**src/rtl/adder_operand_loader_if.sv**
```systemverilog
// Chunk-stream input and operand-pair output bundle for adder_operand_loader.
interface adder_operand_loader_if #(
  parameter int WIDTH   = 28,
  parameter int CHUNK_W = 7
);
  logic               in_valid;
  logic [CHUNK_W-1:0] in_data;
  logic               in_cin;
  logic               in_ready;
  logic               flush;
  logic               out_valid;
  logic               out_ready;
  logic [WIDTH-1:0]   a;
  logic [WIDTH-1:0]   b;
  logic               c_in;

  modport slave (
    input  in_valid, in_data, in_cin, flush, out_ready,
    output in_ready, out_valid, a, b, c_in
  );

  modport master (
    output in_valid, in_data, in_cin, flush, out_ready,
    input  in_ready, out_valid, a, b, c_in
  );
endinterface

```
**src/rtl/adder_operand_loader.sv**
```systemverilog
// Deserialises a chunk stream into one (a, b, c_in) operand pair and holds it
// on a valid/ready handshake until the adder-side consumer accepts it.
module adder_operand_loader #(
  parameter int WIDTH   = 28,
  parameter int CHUNK_W = 7
) (
  input  logic                   clk,
  input  logic                   rst,
  adder_operand_loader_if.slave  bus
);
  localparam int NCHUNK = WIDTH / CHUNK_W;
  localparam int CNT_W  = (NCHUNK > 1) ? $clog2(NCHUNK) : 1;
  localparam logic [CNT_W-1:0] CNT_LAST = CNT_W'(NCHUNK - 1);

  typedef enum logic [1:0] {
    LOAD_A = 2'd0,
    LOAD_B = 2'd1,
    HOLD   = 2'd2
  } state_e;

  state_e             state_q, state_d;
  logic [CNT_W-1:0]   cnt_q, cnt_d;
  logic [WIDTH-1:0]   a_q, a_d;
  logic [WIDTH-1:0]   b_q, b_d;
  logic               cin_q, cin_d;
  logic               out_valid_q, out_valid_d;
  logic               in_ready_q, in_ready_d;

  logic xfer;
  logic last_chunk;

  // in_ready_q is only high in the load states, so a transfer implies LOAD_A/LOAD_B
  assign xfer       = bus.in_valid && in_ready_q && !bus.flush;
  assign last_chunk = (cnt_q == CNT_LAST);

  always_ff @(posedge clk) begin
    if (rst) begin
      state_q     <= LOAD_A;
      cnt_q       <= '0;
      a_q         <= '0;
      b_q         <= '0;
      cin_q       <= 1'b0;
      out_valid_q <= 1'b0;
      in_ready_q  <= 1'b1;
    end else begin
      state_q     <= state_d;
      cnt_q       <= cnt_d;
      a_q         <= a_d;
      b_q         <= b_d;
      cin_q       <= cin_d;
      out_valid_q <= out_valid_d;
      in_ready_q  <= in_ready_d;
    end
  end

  always_comb begin
    state_d = state_q;
    cnt_d   = cnt_q;
    unique case (state_q)
      LOAD_A: begin
        if (bus.flush) begin
          cnt_d = '0;
        end else if (xfer) begin
          if (last_chunk) begin
            cnt_d   = '0;
            state_d = LOAD_B;
          end else begin
            cnt_d = cnt_q + CNT_W'(1);
          end
        end
      end
      LOAD_B: begin
        if (bus.flush) begin
          cnt_d   = '0;
          state_d = LOAD_A;
        end else if (xfer) begin
          if (last_chunk) begin
            cnt_d   = '0;
            state_d = HOLD;
          end else begin
            cnt_d = cnt_q + CNT_W'(1);
          end
        end
      end
      HOLD: begin
        if (out_valid_q && bus.out_ready) begin
          cnt_d   = '0;
          state_d = LOAD_A;
        end
      end
      default: begin
        cnt_d   = '0;
        state_d = LOAD_A;
      end
    endcase
  end

  // Handshake flags are registered copies of the next state, so neither
  // in_ready nor out_valid has a combinational path from out_ready.
  always_comb begin
    a_d         = a_q;
    b_d         = b_q;
    cin_d       = cin_q;
    out_valid_d = (state_d == HOLD);
    in_ready_d  = (state_d != HOLD);
    if (xfer && state_q == LOAD_A) begin
      a_d[int'(cnt_q)*CHUNK_W +: CHUNK_W] = bus.in_data;
      if (cnt_q == '0) begin
        cin_d = bus.in_cin;
      end
    end
    if (xfer && state_q == LOAD_B) begin
      b_d[int'(cnt_q)*CHUNK_W +: CHUNK_W] = bus.in_data;
    end
  end

  assign bus.a         = a_q;
  assign bus.b         = b_q;
  assign bus.c_in      = cin_q;
  assign bus.out_valid = out_valid_q;
  assign bus.in_ready  = in_ready_q;
endmodule

```
**src/flat_wrapper.sv**
```systemverilog
// flat-port wrapper written by rule: the top's interface ports become plain ports
module adder_operand_loader_flat 
#(
  parameter int WIDTH   = 28,
  parameter int CHUNK_W = 7
)
  (clk, rst, bus_in_valid, bus_in_data, bus_in_cin, bus_flush, bus_out_ready, bus_in_ready, bus_out_valid, bus_a, bus_b, bus_c_in);
  adder_operand_loader_if #(.WIDTH(WIDTH), .CHUNK_W(CHUNK_W)) bus_i ();
  input  logic clk;
  input  logic rst;
  input wire logic [$bits(bus_i.in_valid)-1:0] bus_in_valid;
  input wire logic [$bits(bus_i.in_data)-1:0] bus_in_data;
  input wire logic [$bits(bus_i.in_cin)-1:0] bus_in_cin;
  input wire logic [$bits(bus_i.flush)-1:0] bus_flush;
  input wire logic [$bits(bus_i.out_ready)-1:0] bus_out_ready;
  output wire logic [$bits(bus_i.in_ready)-1:0] bus_in_ready;
  output wire logic [$bits(bus_i.out_valid)-1:0] bus_out_valid;
  output wire logic [$bits(bus_i.a)-1:0] bus_a;
  output wire logic [$bits(bus_i.b)-1:0] bus_b;
  output wire logic [$bits(bus_i.c_in)-1:0] bus_c_in;
  assign bus_i.in_valid = bus_in_valid;
  assign bus_i.in_data = bus_in_data;
  assign bus_i.in_cin = bus_in_cin;
  assign bus_i.flush = bus_flush;
  assign bus_i.out_ready = bus_out_ready;
  assign bus_in_ready = bus_i.in_ready;
  assign bus_out_valid = bus_i.out_valid;
  assign bus_a = bus_i.a;
  assign bus_b = bus_i.b;
  assign bus_c_in = bus_i.c_in;
  adder_operand_loader #(.WIDTH(WIDTH), .CHUNK_W(CHUNK_W)) u_core (.clk(clk), .rst(rst), .bus(bus_i));
endmodule
```
**config.mk**
```make
export PLATFORM = sky130hd
export DESIGN_NAME = adder_operand_loader_flat
export DESIGN_NICKNAME = d
export VERILOG_FILES = /design/src/rtl/adder_operand_loader_if.sv /design/src/rtl/adder_operand_loader.sv /design/src/flat_wrapper.sv
export SDC_FILE = /design/constraint.sdc
export NUM_CORES = 1
export LEC_CHECK = 0
export ABC_AREA = 1
export CAP_MARGIN = 25
export CORE_MARGIN = 8
export CORE_UTILIZATION = 54
export DETAILED_ROUTE_END_ITERATION = 10
export GPL_ROUTABILITY_DRIVEN = 0
export GPL_TIMING_DRIVEN = 0
export PLACE_DENSITY = 0.88
export RECOVER_POWER = 25
export SLEW_MARGIN = 20
export SYNTH_ARGS = -nofsm -noshare
export SYNTH_HDL_FRONTEND = slang
export SYNTH_SLANG_ARGS = --single-unit
```
**constraint.sdc**
```tcl
create_clock -name clk -period 3.5 [get_ports clk]
set_input_delay 0.7 -clock clk [delete_from_list [all_inputs] [get_ports clk]]
set_output_delay 0.7 -clock clk [all_outputs]
set_load 0.02 [all_outputs]
```
Yosys cells after proc, flatten, opt, wreduce, memory -nomap -nowiden
Index checks and enable logic that the tools add are counted.
- add/subtract/negate cells: 2
- $mul: 1
- div/mod/pow operators: 0
- $lt $le $gt $ge: 0
- equality and inequality tests: 7
- shift operators: 2
- multiplexer cells: 15
- bitwise logic cells: 0
- reductions and logical operators: 11
- operator list (cell ; count):
    $bwmux 28 ; 2
    $neg 32->33 ; 1
    $shift 7x33->28 const A ; 1
    $shiftx 7x33->28 ; 1
    $mux 2 ; 11
    $eq 2x2->1 const B ; 3
    $pmux 2 s3 ; 1
    $logic_and 1x1->1 ; 5
    $mul 2x3->5 const B ; 1
    $logic_not 2->1 ; 2
    $pmux 2 s2 ; 1
    $reduce_and 2->1 ; 2
    $ne 3x1->1 const B ; 1
    $add 2x1->2 const B ; 1
    $eq 2x1->1 const B ; 1
    $ne 2x1->1 const B ; 1
    $ne 2x2->1 const B ; 1
    $reduce_or 2->1 ; 1
    $logic_not 1->1 ; 1
- register bits: 63
- bits in latches: 0
- RAM bits: 0
- ROM bits: 0
- bits of input ports: 13
- output and inout port bits: 59
- word-level logic and storage cells: 45
- memories kept: 0

Depth between registers and ports, before layout
Gate-level depths: netlist of the first run.
- word-level depth: 6
- gate-level depth with buffers: 9

Worst setup path after synthesis of the first run
No wires, ideal clock.
- path type: register -> register
- start point: register u_core.cnt_q[0]
- end point: register u_core.b_q[14], in the netlist u_core.bus.b[14]
- data arrival time: 1.447 ns
- slack: 1.989 ns
- stages on the path, launching flop included: 8
- path buffers: 1
- clock period less this slack: 1.511 ns
- cell sequence: dfxtp_1 > inv_1 > ha_1 > buf_2 > nand2_1 > nor3_1 > nor2_1 > nor2_1
- cells in the longest elaborated chain, start to end: 4
- ends and longest elaborated chain (element ; RTL line ; text):
    start: declaration ; adder_operand_loader.sv:22 ; logic [CNT_W-1:0] cnt_q, cnt_d;
    start signal: assignment ; adder_operand_loader.sv:47 ; cnt_q <= cnt_d;
    $mul 2x3->5 (*) ; adder_operand_loader.sv:113 ; b_d[int'(cnt_q)*CHUNK_W +: CHUNK_W] = bus.in_data;
    $neg 32->33 (*) ; adder_operand_loader.sv:113 ;
    $shiftx 7x33->28 / $shift 7x33->28 (equally long branches) ; adder_operand_loader.sv:113 ;
    $bwmux 28 (*) ; adder_operand_loader.sv:113 ;
    end signal: assignment ; adder_operand_loader.sv:41 ; b_q <= '0;
    end signal: assignment ; adder_operand_loader.sv:49 ; b_q <= b_d;
    end: declaration ; adder_operand_loader.sv:24 ; logic [WIDTH-1:0] b_q, b_d;
Every way passes the cells marked *; elsewhere a longest branch is shown, timed or not.
A chain may end at the register's enable or synchronous reset.

Worst setup path in the final report of the first run
- start point: input port bus_flush
- end point: register u_core.a_q[9], in the netlist u_core.bus.a[9]
- cells in the longest elaborated chain, start to end: 3
- ends and longest elaborated chain (element ; RTL line ; text):
    start: declaration ; flat_wrapper.sv:14 ; input wire logic [$bits(bus_i.flush)-1:0] bus_flush;
    $logic_not 1->1 ; adder_operand_loader.sv:33 ; assign xfer = bus.in_valid && in_ready_q && !bus.flush;
    $logic_and 1x1->1 ; adder_operand_loader.sv:33 ;
    $logic_and 1x1->1 ; adder_operand_loader.sv:106 ; if (xfer && state_q == LOAD_A) begin
    end signal: assignment ; adder_operand_loader.sv:40 ; a_q <= '0;
    end signal: assignment ; adder_operand_loader.sv:48 ; a_q <= a_d;
    end: declaration ; adder_operand_loader.sv:23 ; logic [WIDTH-1:0] a_q, a_d;
Every way passes these cells.

==> results of run 1 <==
## layout by cell type, fill, tap and decap left out, drive strengths merged
cell type,count
nor2,134
inv,89
o21ai,1
nand2,138
buf,9
dfxtp,63
clkinv,4
nor3,2
nand4,1
clkbuf,20
nand3,27
a21oi,4
clkdlybuf4s50,70
ha,5
dlygate4sd3,1
## critical path: stages
cell	delay, ns
dlygate4sd3_1	0.59
nor2_1	0.54
nand3_1	0.32
clkbuf_1	0.30
nor2_1	0.17
nor2_1	0.06
## report_power, final
part / total (W) / internal [W] / switching (W)
sequential: 0.000741 / 0.000732 / 0.00000966
combinational: 0.000192 / 0.0000716 / 0.000120
clock: 0.000565 / 0.000291 / 0.000274
## registers in the layout, indices dropped and copies added (netlist names)
name	cells
u_core.state_q	2
u_core.bus.in_ready	1
u_core.bus.c_in	1
u_core.bus.b	28
u_core.bus.a	28
u_core.cnt_q	2
u_core.bus.out_valid	1
## worst max path at each step
stage                                   to  slack, ns  cells past startpoint
after floorplan           u_core.bus.b[14]       1.99                      7
after global placement    u_core.bus.b[17]       1.25                      7
after detailed placement  u_core.bus.b[17]       1.27                      7
after CTS                     bus_in_ready       1.43                      1
after global routing       u_core.bus.a[2]       0.88                      6
final                      u_core.bus.a[9]       1.03                      6
## area by class of cell
type	instances	area, µm²
fill	462	1540
multi-input combinational	312	1270
sequential	63	1260
timing repair buffer	71	711
inverter	89	334
clock buffer	12	155
buffer	17	121
tap	72	90.1
clock inverter	4	20.0
## through the flow
step | instance area, µm² | hold WS, ns | utilization
after floorplan | 3090 | 0.526 | -
after global placement | 3890 | 0.454 | 0.707
after detailed placement | 3890 | 0.462 | 0.707
after CTS | 4070 | 0.473 | 0.738
after global routing | 3970 | 0.526 | 0.721
final | 3970 | 0.477 | 0.721
## routing by layer
layer	part of all wire	up-vias	GRT usage
met2	0.47	109	0.325
met3	0.086	12	0.0603
li1	-	1552	-
met5	0	-	0
met4	0.014	0	0.0941
met1	0.42	1347	0.220
## kinds of logic (layout without fill, tap and decap cells)
logic type | after synthesis | count (layout)
AOI/OAI and AO/OA | 5 | 5
DFF | 63 | 63
adders and majority gates | 5 | 5
and+or+nand+nor | 302 | 302
buffers and inverters | 106 | 193
==> flow_summary.toml, run 1 <==
[outcome]
outcome = "complete, no violations"

[power_and_ir_drop]
power_density_nw_per_um2 = 377
p_leak_nw = 2.16
ir_drop_uv = 195
power_w = 0.00150

[cts]
cts_root_buf = "clkbuf_8"
cts_hold_buf = 0
htreeDepth = 3
worstSkewPairLatency_ns = 0.34
cts.sinks = 63
cts_tree = "done"
clk_pin_slew_ns = 0.06
cts-resized-gates = 0
cts.path.max_buffers = 2
cts_buffers = 9
post-cts-setup-buffers = 0

[finish]
fin_nets = 581
n_antenna_cell = 0
area_delta_synth_final_pct = 28.4
final_cells = 640
final_layout_size_suffix_gt1_frac = 0.0563

[setup_path]
worst-path-max-fanout = 10
r2r-end = "u_core.bus.b[20]"
cp-startpoint = "bus_flush"
worstPathArrival_ns = 2.70
r2r_slack_ns = 1.45
cp_data_required_time_ns = 3.73
worstSetupEndpointType = "register"
start_kind = "primary input"
critPathKind = "primary input to register"
r2r_start = "u_core.cnt_q[0]"
reg2reg_depth = 7

[drt]
dr.pass1.iters = 6
vias_per_cell = 4.72
postRouteAntennaNets = 0
drtIter0Drc = 228
wl_per_cell_um = 12.6
vias = 3020
drcViolationCount = 0
wl_mm = 8.06

[logic_synthesis]
synth-simple-area-share = 0.402
syn-mean-instance-area_um2 = 6.43
synth_cells = 481
yosysTopAreaCellShare = 0.408
synth_top_family_by_area = "simple AND/OR/NAND/NOR gates"
yosys_most_used_dff = "dfxtp_1"
yosys_warnings = 0
synth_nets = 499
synth_seq_cells = 63
synth_xor_area_frac = 0
async_flop_share = 0
synth_compound_area_frac = 0.00810
ys_top_cells_by_area = "dfxtp_1, nand2_1, nor2_1, inv_1, buf_6"
synth_edf_count = 0
syn_area_um2 = 3090
yosysMostFrequentCell = "nand2_1"
synth_commonest_cells = "nand2_1, nor2_1, inv_1, dfxtp_1, nand3_1"
yosysTopAreaCell = "dfxtp_1"
seq_area_frac_synth = 0.408
synth_fa_ha_area_frac = 0.0202
synth_cell_types = 20
muxShareOfSynthArea = 0

[die]
start_util = 0.561
dieArea_um2 = 8400
core_um2 = 5510
die_h_um = 91.7
rows = 27
io_pins = 72
dieWidth_um = 91.7

[timing]
fin_setup_tns_ns = 0
slew_headroom = 0.560
worst_slack_ns = 1.03
skew_ns = 0.00546
setup_violations = 0
max_freq_ghz = 0.406
period_share = 0.704
rsz0062_at_grt = "no"
finalMaxSlewViolations = 0
tightest_slew_ns = 0.657
hold_viol_final = 0
min_period_ns = 2.47

[global_route]
grt_pass1_wl_mm = 13.4
grt_antenna_before_repair = 0
grt_max_degree = 11
first_global_vias = 2955
grt_overflow = 0
gr-usage-all-layers = 0.194

[min_path]
min_to = "u_core.bus.c_in"
hp-class = "register to register"
hold_path_depth = 2
hp-start = "u_core.bus.c_in"

[placed_design]
pre_cts_slack_ns = 1.27
post-place-cells = 624
portBuffers = 71
hpwl_mm = 5.93

[run]
max_cap_violations = 0
No activity file was read; power rests on OpenSTA's default activity.
==> run 2, diff against run 1 <==
Settings changed: CORE_UTILIZATION 54 to 50, PLACE_DENSITY 0.88 to 0.83.
Clock period 3.5 ns to 2.4 ns, I/O delays scaled along.
==> run 2 against run 1 <==
Compared with the run above:
- die area is 6.6% higher
- sequential share of layout area shrank 0.67 points
- design area grew 2.1%
- global-route usage decreased by 1.1 points
- critical path type is now register to register
- via count decreased by 1.4%
- sequential power rose by 46%
- first-iteration DRC count shrank 32%
- largest power group unchanged
- register-to-register slack got worse by 0.99 ns
- highest routed layer unchanged
- flip-flop and latch count is the same
- cell count grew 0.47%
- worst hold slack worse by 0.013 ns
- clock power grew 60%
==> flow_summary.toml, run 2 (synthesis results as in run 1) <==
[setup_path]
start_kind = "register"
cp_data_required_time_ns = 2.68
worstPathArrival_ns = 2.22
cp_num_buf_inv = 2
cp-endpoint = "u_core.bus.b[20]"
worstSetupEndpointType = "register"
critPathKind = "register to register"
path_depth = 7
r2r_start = "u_core.cnt_q[0]"
critPathSlowestCell = "dfxtp_1"
critPathMaxStageDelay_ns = 0.47
cp-startpoint = "u_core.cnt_q[0]"
cp_top_family = "simple AND/OR/NAND/NOR gates"
r2r_slack_ns = 0.46
worst-path-max-fanout = 10
cp_cell_sequence = "inv_1, ha_1, buf_2, nand2_1, nor3_1, nor2_1, nor2_1"
r2r-end = "u_core.bus.b[20]"
crit_path_frequent_cell = "nor2_1"
reg2reg_depth = 7

[cts]
cts_root_buf = "clkbuf_8"
htreeDepth = 3
cts_buffers = 9
post-cts-setup-buffers = 0
worstSkewPairLatency_ns = 0.34
cts-resized-gates = 0
cts.path.max_buffers = 2
cts_hold_buf = 0
clk_pin_slew_ns = 0.07
cts.sinks = 63
cts_tree = "done"

[power_and_ir_drop]
power_density_nw_per_um2 = 559
p_leak_nw = 2.23
ir_drop_uv = 330

[finish]
layout_commonest_cell = "nand2_1"
final_layout_size_suffix_gt1_frac = 0.0704
area_delta_synth_final_pct = 31.1
fin_nets = 581
final_cell_mix = "nand2_1, nor2_1, inv_1, dfxtp_1, clkdlybuf4s50_1"
final_cells = 643
n_antenna_cell = 0

[placed_design]
portBuffers = 71
post-place-cells = 627
hpwl_mm = 6.01

[drt]
vias_per_cell = 4.63
drcViolationCount = 0
drtIter0Drc = 154
dr.pass1.iters = 4
wl_per_cell_um = 12.4
vias = 2977
wl_mm = 8.00
postRouteAntennaNets = 0

[timing]
min_period_ns = 1.94
tightest_slew_ns = 0.528
fin_setup_tns_ns = 0
max_freq_ghz = 0.515
hold_viol_final = 0
slew_headroom = 0.646
skew_ns = 0.00791
period_share = 0.810
rsz0062_at_grt = "no"
finalMaxSlewViolations = 0
setup_violations = 0

[run]
max_cap_violations = 0

[global_route]
grt_pass1_wl_mm = 13.1
grt_max_degree = 11
grt_overflow = 0
first_global_vias = 2920
gr-usage-all-layers = 0.183
grt_antenna_before_repair = 0

[die]
dieWidth_um = 94.6
rows = 28
dieArea_um2 = 8950
die_h_um = 94.6
start_util = 0.519
io_pins = 72
core_um2 = 5960

[min_path]
hp-class = "register to register"

[outcome]
outcome = "complete, no violations"
-- run 2: how the worst min path moves through the flow --
stage                          startpoint         endpoint  slack (ns)  cells after the start
after floorplan           u_core.cnt_q[1]  u_core.cnt_q[1]        0.53                      2
after global placement    u_core.bus.c_in  u_core.bus.c_in        0.45                      2
after detailed placement  u_core.bus.c_in  u_core.bus.c_in        0.45                      2
after CTS                 u_core.bus.c_in  u_core.bus.c_in        0.46                      2
after global routing      u_core.bus.c_in  u_core.bus.c_in        0.49                      2
final                     u_core.bus.c_in  u_core.bus.c_in        0.46                      2
-- run 2: worst min-delay path: cells and delay by family (launching register included) --
family,cells,cell delay (ns)
flip-flops,1,0.31
AO/OA/AOI/OAI,1,0.05
AND/OR/NAND/NOR,1,0.06
-- run 2: report_power, final --
group          switching [W]  leakage [nW]  internal, W  total (W)
sequential         0.0000139         0.510      0.00107    0.00108
clock               0.000400         0.100     0.000504   0.000904
combinational       0.000174          1.62     0.000105   0.000279
total               0.000588          2.23      0.00168    0.00226
-- run 2: stage by stage --
step | power (W) | worst slack (ns) | utilization | instance area, µm² | hold WS, ns
after detailed placement | 0.00139 | 0.311 | 0.654 | 3890 | 0.450
after floorplan | 0.00128 | 0.889 | - | 3090 | 0.526
final | 0.00226 | 0.457 | 0.680 | 4050 | 0.463
after global placement | 0.00138 | 0.375 | 0.654 | 3890 | 0.455
after global routing | 0.00235 | 0.254 | 0.680 | 4050 | 0.495
after CTS | 0.00228 | 0.468 | 0.686 | 4090 | 0.461
-- run 2: final cells by class --
type,instances,area (µm²)
repair buffers,71,711
multi-input cells,312,1310
well taps,75,93.8
flip-flops and latches,63,1260
clock inverters,4,45.0
fillers,552,1900
clock buffers,12,145
plain buffers,17,151
inverters,89,334
-- run 2: metal layers --
layer,GRT usage,vias up,part of all wire
met5,0,-,0
li1,-,1548,-
met4,0.0832,0,0.017
met2,0.306,96,0.46
met1,0.213,1321,0.44
met3,0.0524,12,0.084
==> run 3, diff against run 2 <==
Settings changed: CORE_UTILIZATION 50 to 45, PLACE_DENSITY 0.83 to 0.79.
Clock period 2.4 ns to 1.7 ns, I/O delays scaled along.
==> run 3 against run 2 <==
Compared with the run above:
- worst hold slack better by 0.0031 ns
- core utilization is 7.9 points lower
- design area is 0.34% lower
- combinational power up 48%
- global-route usage down 1.9 points
- sequential share of layout area rose by 0.23 points
- register-to-register slack got worse by 0.38 ns
- routed wire length grew 0.77%
- first-iteration DRC count rose by 25%
- clock power grew 25%
- die area is 9.2% higher
- largest power group unchanged
- highest routed layer unchanged
==> flow_summary.toml, run 3 (synthesis results as in run 1) <==
[outcome]
outcome = "complete, no violations"

[finish]
layout_commonest_cell = "nand2_1"
num-fill-cells = 623
regArea_um2 = 1270
final_cell_mix = "nand2_1, nor2_1, inv_1, clkdlybuf4s50_1, dfxtp_1"
area_delta_synth_final_pct = 30.7
multi_input_area_um2 = 1320
fin_nets = 581
n_antenna_cell = 0
final_layout_size_suffix_gt1_frac = 0.0795

[die]
dieArea_um2 = 9780
start_util = 0.460
dieWidth_um = 98.9
die_h_um = 98.9
io_pins = 72
core_um2 = 6720
rows = 30

[placed_design]
pre_cts_slack_ns = -0.216
portBuffers = 71
hpwl_mm = 5.89

[cts]
cts_tree = "done"
cts.sinks = 63
clk_pin_slew_ns = 0.06
htreeDepth = 3
cts.path.max_buffers = 2
post-cts-setup-buffers = 0
cts_hold_buf = 0
cts_root_buf = "clkbuf_8"
cts_buffers = 9
worstSkewPairLatency_ns = 0.34

[timing]
worst_slack_ns = 0.0265
period_share = 0.984
skew_ns = 0.00416
setup_violations = 0
tightest_slew_ns = 0.579
hold_viol_final = 0
slew_headroom = 0.613
min_period_ns = 1.67
hold_slack_ns = 0.466
finalMaxSlewViolations = 0
max_freq_ghz = 0.598

[setup_path]
cp_data_required_time_ns = 1.36
critPathKind = "register to primary output"
start_kind = "register"
critPathSlowestCell = "clkdlybuf4s50_1"
worstPathArrival_ns = 1.33
worst-path-max-fanout = 2
cp_num_buf_inv = 1
cp_top_family = "buffers and inverters"
worstSetupEndpointType = "primary output"
critPathMaxStageDelay_ns = 0.63
cp_cell_sequence = "clkdlybuf4s50_1"

[run]
max_cap_violations = 0

[global_route]
grt_pass1_wl_mm = 13.0
grt_overflow = 0
grt_max_degree = 11
first_global_vias = 2853
grt_antenna_before_repair = 0
gr-usage-all-layers = 0.164

[power_and_ir_drop]
power_density_nw_per_um2 = 759
p_leak_nw = 2.19
ir_drop_uv = 346

[drt]
dr.pass1.iters = 7
wl_mm = 8.06
wl_per_cell_um = 12.5
drtIter0Drc = 193
vias_per_cell = 4.61
postRouteAntennaNets = 0
drcViolationCount = 0
vias = 2978

[min_path]
hp-class = "register to register"
run 3: cell types whose count changed in the layout (fill, tap and decap cells not counted), sizes merged:
cell           delta
bufinv            -1
clkdlybuf4s50    +11
dlygate4sd3      -11
clkbuf            +4
buf               -3
clkinv            -2
run 3: worst paths after layout:
path	to	startpoint	slack, ns	depth (start not counted)
min	u_core.bus.c_in	u_core.bus.c_in	0.47	2
max	bus_b[27]	u_core.bus.b[27]	0.03	1
max reg2reg	u_core.bus.b[20]	u_core.cnt_q[0]	0.08	7
min reg2reg	u_core.bus.c_in	u_core.bus.c_in	0.47	2
run 3: metal layers:
layer / part of all wire / global-route usage
met1: 0.46 / 0.199
met2: 0.45 / 0.265
met3: 0.081 / 0.0500
met4: 0.014 / 0.0661
met5: 0 / 0
run 3: power breakdown:
part           leakage [nW]  internal, W  switching [W]
combinational          1.59     0.000154       0.000258
clock                0.0854     0.000591       0.000534
sequential            0.511      0.00151      0.0000216
run 3: what timing repair did:
item	4_1_cts	5_1_grt
pin swaps	0	0
gates resized for setup	5	9
endpoints found under the setup margin	15	39
run 3: layout make-up:
type | count | share of cell area
multi-input combinational | 312 | 0.327
sequential | 63 | 0.314
timing repair buffer | 71 | 0.176
inverter | 89 | 0.0827
clock buffer | 13 | 0.0393
buffer | 17 | 0.0356
tap | 80 | 0.0248
clock inverter | 1 | 0.00124
run 3: through the flow:
| step | instance area, µm² | instances | utilization | setup TNS [ns] | total power, W |
|---|---|---|---|---|---|
| finish | 4040 | 646 | 0.601 | 0 | 0.00307 |
| CTS | 4090 | 646 | 0.608 | 0 | 0.00308 |
| global route | 4040 | 646 | 0.601 | -0.00131 | 0.00318 |
| detailed placement | 3900 | 632 | 0.581 | -4.82 | 0.00196 |
| floorplan | 3090 | 481 | - | 0 | 0.00181 |
| global placement | 3900 | 632 | 0.581 | -3.54 | 0.00195 |
